===== config.mk =====
export PLATFORM = sky130hd
export DESIGN_NAME = wb_regfile_flat
export DESIGN_NICKNAME = d
export VERILOG_FILES = /design/src/rtl/wb_regfile_if.sv /design/src/rtl/wb_regfile.sv /design/src/flat_wrapper.sv
export SDC_FILE = /design/constraint.sdc
export NUM_CORES = 2
export LEC_CHECK = 0
export BUFFER_PORTS_ARGS = -buffer_cell sky130_fd_sc_hd__buf_2
export CAP_MARGIN = 20
export CORE_MARGIN = 3
export CORE_UTILIZATION = 40
export DETAILED_ROUTE_END_ITERATION = 8
export PLACE_DENSITY = 0.55
export SETUP_SLACK_MARGIN = 0.05
export SLEW_MARGIN = 10
export SYNTH_ARGS = -nofsm -noshare
export SYNTH_HDL_FRONTEND = slang
export SYNTH_SLANG_ARGS = --single-unit

===== constraint.sdc =====
create_clock -name clk -period 46.4 [get_ports clk]
set_input_delay 2.32 -clock clk [delete_from_list [all_inputs] [get_ports clk]]
set_output_delay 2.32 -clock clk [all_outputs]
set_load 0.05 [all_outputs]

===== src/rtl/wb_regfile_if.sv =====
// MEM/WB write-back bundle plus the ID read ports and debug outputs of the register file.
// master: pipeline side (drives MEM/WB fields and read indices); slave: the register file.
interface wb_regfile_if #(
  parameter int DATA_W = 32,
  parameter int CNT_W  = 32
);
  logic              WB_RegWrite;
  logic [1:0]        WB_MemtoReg;
  logic [4:0]        WB_Write_register;
  logic [DATA_W-1:0] WB_ALU_out;
  logic [DATA_W-1:0] WB_ReadData;
  logic [DATA_W-1:0] WB_PC_plus_4;
  logic [4:0]        Read_register1;
  logic [4:0]        Read_register2;
  logic [DATA_W-1:0] Read_data1;
  logic [DATA_W-1:0] Read_data2;
  logic [DATA_W-1:0] WB_Write_data;
  logic              WB_Commit;
  logic [CNT_W-1:0]  Commit_count;

  modport master (
    output WB_RegWrite, WB_MemtoReg, WB_Write_register,
    output WB_ALU_out, WB_ReadData, WB_PC_plus_4,
    output Read_register1, Read_register2,
    input  Read_data1, Read_data2, WB_Write_data, WB_Commit, Commit_count
  );

  modport slave (
    input  WB_RegWrite, WB_MemtoReg, WB_Write_register,
    input  WB_ALU_out, WB_ReadData, WB_PC_plus_4,
    input  Read_register1, Read_register2,
    output Read_data1, Read_data2, WB_Write_data, WB_Commit, Commit_count
  );
endinterface


===== src/rtl/wb_regfile.sv =====
// Write-back stage: selects the write-back value, commits it to the 32x32 register file,
// and serves two write-first bypassed read ports plus a wrapping commit counter.
module wb_regfile #(
  parameter int DATA_W = 32,
  parameter int REG_N  = 32,
  parameter int CNT_W  = 32
) (
  input  logic         clk,
  input  logic         reset,
  wb_regfile_if.slave  bus
);

  logic [DATA_W-1:0] wdata;
  logic              commit;
  logic [DATA_W-1:0] regs_q [1:REG_N-1];
  logic [DATA_W-1:0] regs_d [1:REG_N-1];
  logic [CNT_W-1:0]  cnt_q;
  logic [CNT_W-1:0]  cnt_d;
  logic [DATA_W-1:0] rd1;
  logic [DATA_W-1:0] rd2;

  always_comb begin
    wdata = '0;
    case (bus.WB_MemtoReg)
      2'b00:   wdata = bus.WB_ALU_out;
      2'b01:   wdata = bus.WB_ReadData;
      2'b10:   wdata = bus.WB_PC_plus_4;
      default: wdata = '0;
    endcase
  end

  assign commit = bus.WB_RegWrite && (bus.WB_Write_register != 5'd0)
                  && (bus.WB_MemtoReg != 2'b11);

  // Register 0 has no storage; only 1..REG_N-1 get a next-state decode.
  for (genvar gi = 1; gi < REG_N; gi++) begin : g_reg
    assign regs_d[gi] = (commit && bus.WB_Write_register == 5'(gi)) ? wdata : regs_q[gi];
  end

  always_ff @(posedge clk or posedge reset) begin
    if (reset) begin
      for (int i = 1; i < REG_N; i++) begin
        regs_q[i] <= '0;
      end
    end else begin
      for (int i = 1; i < REG_N; i++) begin
        regs_q[i] <= regs_d[i];
      end
    end
  end

  assign cnt_d = commit ? cnt_q + 1'b1 : cnt_q;

  always_ff @(posedge clk or posedge reset) begin
    if (reset) begin
      cnt_q <= '0;
    end else begin
      cnt_q <= cnt_d;
    end
  end

  always_comb begin
    rd1 = '0;
    if (bus.Read_register1 != 5'd0) begin
      rd1 = (commit && bus.Read_register1 == bus.WB_Write_register)
            ? wdata : regs_q[bus.Read_register1];
    end
  end

  always_comb begin
    rd2 = '0;
    if (bus.Read_register2 != 5'd0) begin
      rd2 = (commit && bus.Read_register2 == bus.WB_Write_register)
            ? wdata : regs_q[bus.Read_register2];
    end
  end

  assign bus.Read_data1    = rd1;
  assign bus.Read_data2    = rd2;
  assign bus.WB_Write_data = wdata;
  assign bus.WB_Commit     = commit;
  assign bus.Commit_count  = cnt_q;

endmodule


===== src/flat_wrapper.sv =====
// flat-port wrapper written by rule: the top's interface ports become plain ports
module wb_regfile_flat 
#(
  parameter int DATA_W = 32,
  parameter int REG_N  = 32,
  parameter int CNT_W  = 32
)
  (clk, reset, bus_WB_RegWrite, bus_WB_MemtoReg, bus_WB_Write_register, bus_WB_ALU_out, bus_WB_ReadData, bus_WB_PC_plus_4, bus_Read_register1, bus_Read_register2, bus_Read_data1, bus_Read_data2, bus_WB_Write_data, bus_WB_Commit, bus_Commit_count);
  wb_regfile_if #(.DATA_W(DATA_W), .CNT_W(CNT_W)) bus_i ();
  input  logic clk;
  input  logic reset;
  input wire logic [$bits(bus_i.WB_RegWrite)-1:0] bus_WB_RegWrite;
  input wire logic [$bits(bus_i.WB_MemtoReg)-1:0] bus_WB_MemtoReg;
  input wire logic [$bits(bus_i.WB_Write_register)-1:0] bus_WB_Write_register;
  input wire logic [$bits(bus_i.WB_ALU_out)-1:0] bus_WB_ALU_out;
  input wire logic [$bits(bus_i.WB_ReadData)-1:0] bus_WB_ReadData;
  input wire logic [$bits(bus_i.WB_PC_plus_4)-1:0] bus_WB_PC_plus_4;
  input wire logic [$bits(bus_i.Read_register1)-1:0] bus_Read_register1;
  input wire logic [$bits(bus_i.Read_register2)-1:0] bus_Read_register2;
  output wire logic [$bits(bus_i.Read_data1)-1:0] bus_Read_data1;
  output wire logic [$bits(bus_i.Read_data2)-1:0] bus_Read_data2;
  output wire logic [$bits(bus_i.WB_Write_data)-1:0] bus_WB_Write_data;
  output wire logic [$bits(bus_i.WB_Commit)-1:0] bus_WB_Commit;
  output wire logic [$bits(bus_i.Commit_count)-1:0] bus_Commit_count;
  assign bus_i.WB_RegWrite = bus_WB_RegWrite;
  assign bus_i.WB_MemtoReg = bus_WB_MemtoReg;
  assign bus_i.WB_Write_register = bus_WB_Write_register;
  assign bus_i.WB_ALU_out = bus_WB_ALU_out;
  assign bus_i.WB_ReadData = bus_WB_ReadData;
  assign bus_i.WB_PC_plus_4 = bus_WB_PC_plus_4;
  assign bus_i.Read_register1 = bus_Read_register1;
  assign bus_i.Read_register2 = bus_Read_register2;
  assign bus_Read_data1 = bus_i.Read_data1;
  assign bus_Read_data2 = bus_i.Read_data2;
  assign bus_WB_Write_data = bus_i.WB_Write_data;
  assign bus_WB_Commit = bus_i.WB_Commit;
  assign bus_Commit_count = bus_i.Commit_count;
  wb_regfile #(.DATA_W(DATA_W), .REG_N(REG_N), .CNT_W(CNT_W)) u_core (.clk(clk), .reset(reset), .bus(bus_i));
endmodule

# [Word level (Yosys, flattened, before mapping)]
# Index checks and enable logic that the tools add are counted.
[word_totals] reg_bits=1024 ram_bits=0 wordCells=123 mem_count=0 latch_bits=0 input_bits=116 output_inout_bits=129 mem_bits_ro=0
[op_classes] bitwise=2 n_lt_le_gt_ge=2 muxes=11 reduce_logical=39 div=0 n_eq_ne=36 shifts=0 mul=0 addsub=1
[op_table] cell="binary-select mux 32 bit (select 5 bit)" count=2
[op_table] cell="2-to-1 mux 32 bit" count=8
[op_table] cell="one-hot mux 32 bit (3 select lines)" count=1
[op_table] cell="equality test 5 bit, second input constant" count=16
[op_table] cell="equality test 5 x 4 -> 1 bit, second input constant" count=8
[op_table] cell="logical AND 1 bit" count=35
[op_table] cell="adder 32 x 1 -> 32 bit, second input constant" count=1
[op_table] cell="equality test 5 x 3 -> 1 bit, second input constant" count=4
[op_table] cell="nonzero test 5 bit" count=3
[op_table] cell=">= comparator 6 bit, second input constant" count=2
[op_table] cell="inverter 5 -> 6 bit" count=2
[op_table] cell="equality test 5 x 2 -> 1 bit, second input constant" count=2
[op_table] cell="equality test 5 bit" count=2
[op_table] cell="equality test 5 x 1 -> 1 bit, second input constant" count=1
[op_table] cell="equality test 2 x 1 -> 1 bit, second input constant" count=1
[op_table] cell="equality test 2 bit, second input constant" count=1
[op_table] cell="zero test 2 bit" count=1
[op_table] cell="inequality test 2 bit, second input constant" count=1

# [Logic depth before layout (Yosys ltp)]
[logic_depth] ltp_word=6 ltp_mapped=10 mapped_depth_nobuf=6

# [Least setup slack after synthesis]
# OpenSTA, ideal clock, no wires.
[synth_timing] path_kind="in2out" start="input bus_WB_MemtoReg[0]" end="output bus_Read_data2[0]" arrival_time_ps=4738 t_required_ps=44080 path_stages=7 setup_slack_ps=39342 n_path_buf=2 cell_sequence="buf_4 -> a21bo_4 -> a21o_2 -> inv_2 -> nand3_1 -> clkbuf_1 -> o21ai_0"
[synth_between] elab_chain_len=5 word_cells_on_any_way=9 classes_between="3 x eq/ne; 3 x mux; 3 x reduce/logical"
[synth_lines] element="from (decl)" line_no="flat_wrapper.sv:13" rtl="input wire logic [$bits(bus_i.WB_MemtoReg)-1:0] bus_WB_MemtoReg;"
[synth_lines] element="inequality test 2 bit" line_no="wb_regfile.sv:33" rtl="&& (bus.WB_MemtoReg != 2'b11);"
[synth_lines] element="logical AND 1 bit" line_no="wb_regfile.sv:33"
[synth_lines] element="via bus_WB_Commit" line_no="flat_wrapper.sv:23" rtl="output wire logic [$bits(bus_i.WB_Commit)-1:0] bus_WB_Commit;"
[synth_lines] element="logical AND 1 bit" line_no="wb_regfile.sv:73" rtl="rd2 = (commit && bus.Read_register2 == bus.WB_Write_register)"
[synth_lines] element="2-to-1 mux 32 bit" line_no="wb_regfile.sv:74" rtl="? wdata : regs_q[bus.Read_register2];"
[synth_lines] element="2-to-1 mux 32 bit" line_no="wb_regfile.sv:72" rtl="if (bus.Read_register2 != 5'd0) begin"
[synth_lines] element="to (decl)" line_no="flat_wrapper.sv:21" rtl="output wire logic [$bits(bus_i.Read_data2)-1:0] bus_Read_data2;"
# The timed path passes the listed nets, and every way through them passes these cells.

# [Worst setup path in the final report]
[layout_timing] start="input bus_Read_register2[2]" end="output bus_Read_data2[13]"
[layout_between] elab_chain_len=6 word_cells_on_any_way=9 classes_between="1 x eq/ne; 5 x mux; 1 x bitwise; 2 x reduce/logical"
[layout_lines] element="from (decl)" line_no="flat_wrapper.sv:19" rtl="input wire logic [$bits(bus_i.Read_register2)-1:0] bus_Read_register2;"
[layout_lines] element="inverter 5 -> 6 bit (not written as such)" line_no="wb_regfile.sv:74"
[layout_lines] element="binary-select mux 32 bit (select 5 bit)" line_no="wb_regfile.sv:74"
[layout_lines] element="2-to-1 mux 32 bit (not written as such) (2 in a row)" line_no="wb_regfile.sv:74"
[layout_lines] element="2-to-1 mux 32 bit" line_no="wb_regfile.sv:74"
[layout_lines] element="2-to-1 mux 32 bit (*)" line_no="wb_regfile.sv:72"
# Mark *: on every way between the ends. The rest lies on a longest branch, timed or not. The select of a mux whose other input is x is not followed.

==> results.toml <==
[routing]
vias = 41800
wirelength_mm = 200
avgRoutedWirePerCell_microns = 29.1
firstDrtPassIters = 6
drtIter0Drc = 4611
viasPerCell = 6.09
drcViolationCount = 0
route.antenna.remaining_nets = 0

[sta]
fmax_mhz = 114
max_slew.worst_pin.slew_ns = 1.17
setup_viol = 0
fin_crit_ns = 8.75
drv_slew = 0
finClkSkew_ns = 0.00642
hold_viol_final = 0
period_share = 0.188
rsz0062_at_grt = "false"
fin_tns_setup_ns = 0
slew_headroom = 0.218

[finish]
final.fill_count = 12500
multi_input_area_sq_um = 26200
fin_area_sq_um = 60700
regArea_sq_um = 25600
area.growth.synth_to_final_pct = 12.1
nets = 5117
fin_cells = 6865
drive_above_1_share = 0.217

[global_route]
grt_pass1_vias = 40900
grt_use_total = 0.284
grt_max_degree = 167
overflow = 0
antenna_found_initial = 6
grt_pass1_wl_mm = 293

[clocking]
insertion_delay_ns = 0.74
cts.clk_slew.worst_paths_ns = 0.05
root_buffer = "clkbuf_16"
clockBufferDepth = 3
cts_made_buffers = 117
post-cts-setup-buffers = 0
cts_tree = "yes"
cts-hold-fix-buffers = 0
ctsResizeCount = 0
clock-sinks = 1024
htreeDepth = 3

[run_status]
status = "finished, final reports clean"

[place]
io_buffer_count = 244
dp_hpwl_mm = 118
globalplace.congestion = 0.856
dp.cells = 6644
place_area_sq_um = 56500

[yosys]
ys_warn_count = 0
synth_area_leaders = "dfrtp_1 47%, mux4_2 17%, o21ai_0 5.8%"
synthesis.nets = 5152
yosysUniqueCellTypes = 62
syn_inst = 5035
ys_ff_latch = 1024
synth.avg_cell_area_sq_um = 10.8
synth-edff-count = 0
synth.top_cell.area_share = 0.473
yosysMostFrequentCell = "dfrtp_1"
synthesis.area_sq_um = 54100
ys_seq_area_frac = 0.473
synth_common_cells = "1024 x dfrtp_1, 680 x nand2_1, 625 x o21ai_0, 451 x nor2_1, 445 x a21oi_1"
async_flop_share = 1.00
ys.flop_type = "dfrtp_1"
synth_area_leader_cell = "dfrtp_1"

[worst_setup_path]
critPathTopFamily = "buffers and inverters"
arrival_ns = 6.43
reg2reg_depth = 5
ff2ff_setup_slack_ns = 44.03
worstPathMaxFanout = 78
slowest_stage = "nor2b_1"
max_stage_delay_ns = 0.85
critPathCaptureType = "primary output"
path_cells = "clkbuf_8 -> buf_4 -> nor2b_1 -> a221oi_1 -> nor4_1 -> a21oi_1 -> a31oi_1 -> buf_2"
startpoint_type = "input pin"
crit_cells = 8
path_buf_inv = 3
critical_path_class = "input pin to primary output"
critPathRequiredTime_ns = 44.08

[worst_hold_path]
holdPathStages = 1
min-delay-path-class = "flop to flop"

[flow_run]
cap_violations = 0

[die]
ios = 245
start_util = 0.404
fp.dieH_microns = 374
design.core.area_sq_um = 134000
die_w_microns = 374
num_rows = 134
dieArea_sq_um = 140000

[power_and_ir_drop]
p_leak_uw = 0.0261
p_per_area_nw_per_um2 = 45.2
peakVddDrop_v = 0.0000297
-- per-layer routing --
layer / track usage / vias up / wire [microns]
met1: 0.395 / 21400 / 83700
met3: 0.0607 / 377 / 16800
met4: 0.103 / 4 / 7970
met5: 0 / - / 26
li1: - / 18200 / -
met2: 0.439 / 1835 / 91100
-- registers in the layout, summed over array words and instances, names as in the netlist --
register and cells:
u_core.regs_q 992, u_core.bus.Commit_count 32
-- where the power goes --
group          total (uW)  switching (uW)  internal [uW]
Clock                 972             394            577
Sequential           1180             127           1050
Combinational         591             329            261
Total                2740             851           1890
-- worst paths after layout --
kind / startpoint / end
max in group asynchronous: reset / u_core.regs_q[682]
min in group asynchronous: reset / u_core.bus.Commit_count[21]
worst min-delay path: u_core.bus.Commit_count[31] / u_core.bus.Commit_count[31]
worst max register to register: u_core.bus.Commit_count[0] / u_core.bus.Commit_count[29]
worst min register to register: u_core.bus.Commit_count[31] / u_core.bus.Commit_count[31]
worst max-delay path: bus_Read_register2[2] / bus_Read_data2[13]
-- cell families after synthesis --
group / count (synthesis) / share of synthesized area
DFF: 1024 / 0.473
muxes: 697 / 0.227
AOI/OAI and AO/OA: 1397 / 0.147
buffers and inverters: 572 / 0.0467
xor gates and xnor gates: 41 / 0.00663
and+or+nand+nor: 1303 / 0.100
adders and majority gates: 1 / 0.000231
-- metrics by stage --
step | hold WS [ns] | worst slack (ns) | util | total power [uW]
floorplan | 0.460 | 15.26 | - | 1600
global placement | 0.453 | 37.33 | 0.422 | 1760
detailed placement | 0.461 | 37.62 | 0.422 | 1780
CTS | 0.473 | 37.62 | 0.452 | 2750
global route | 0.499 | 37.49 | 0.453 | 2870
finish | 0.471 | 37.65 | 0.453 | 2740
-- cells in the final DEF, fill, tap and decap left out, types with 23 or more instances in the layout --
cell type,count
a21oi_1,442
xnor2_1,23
o221ai_1,32
mux2_2,66
nand2_1,678
o22ai_1,59
o21a_1,29
clkbuf_8,32
nor2b_1,46
clkbuf_1,24
nor2_1,450
buf_4,117
a221o_1,35
a211oi_1,64
mux4_2,416
mux2i_1,215
clkbuf_16,117
o21ai_0,625
buf_2,238
dfrtp_1,1024
o211ai_1,27
a22oi_1,36
inv_1,43
-- final cells by class --
type | count | area share
multi-input combinational | 3439 | 0.432
tap | 1768 | 0.0365
clock buffer | 171 | 0.0566
inverter | 46 | 0.00297
antenna | 4 | 0.000165
clock inverter | 41 | 0.00986
timing repair buffer | 372 | 0.0391
sequential | 1024 | 0.422
Note: power is estimated with default switching activity, not from simulation.
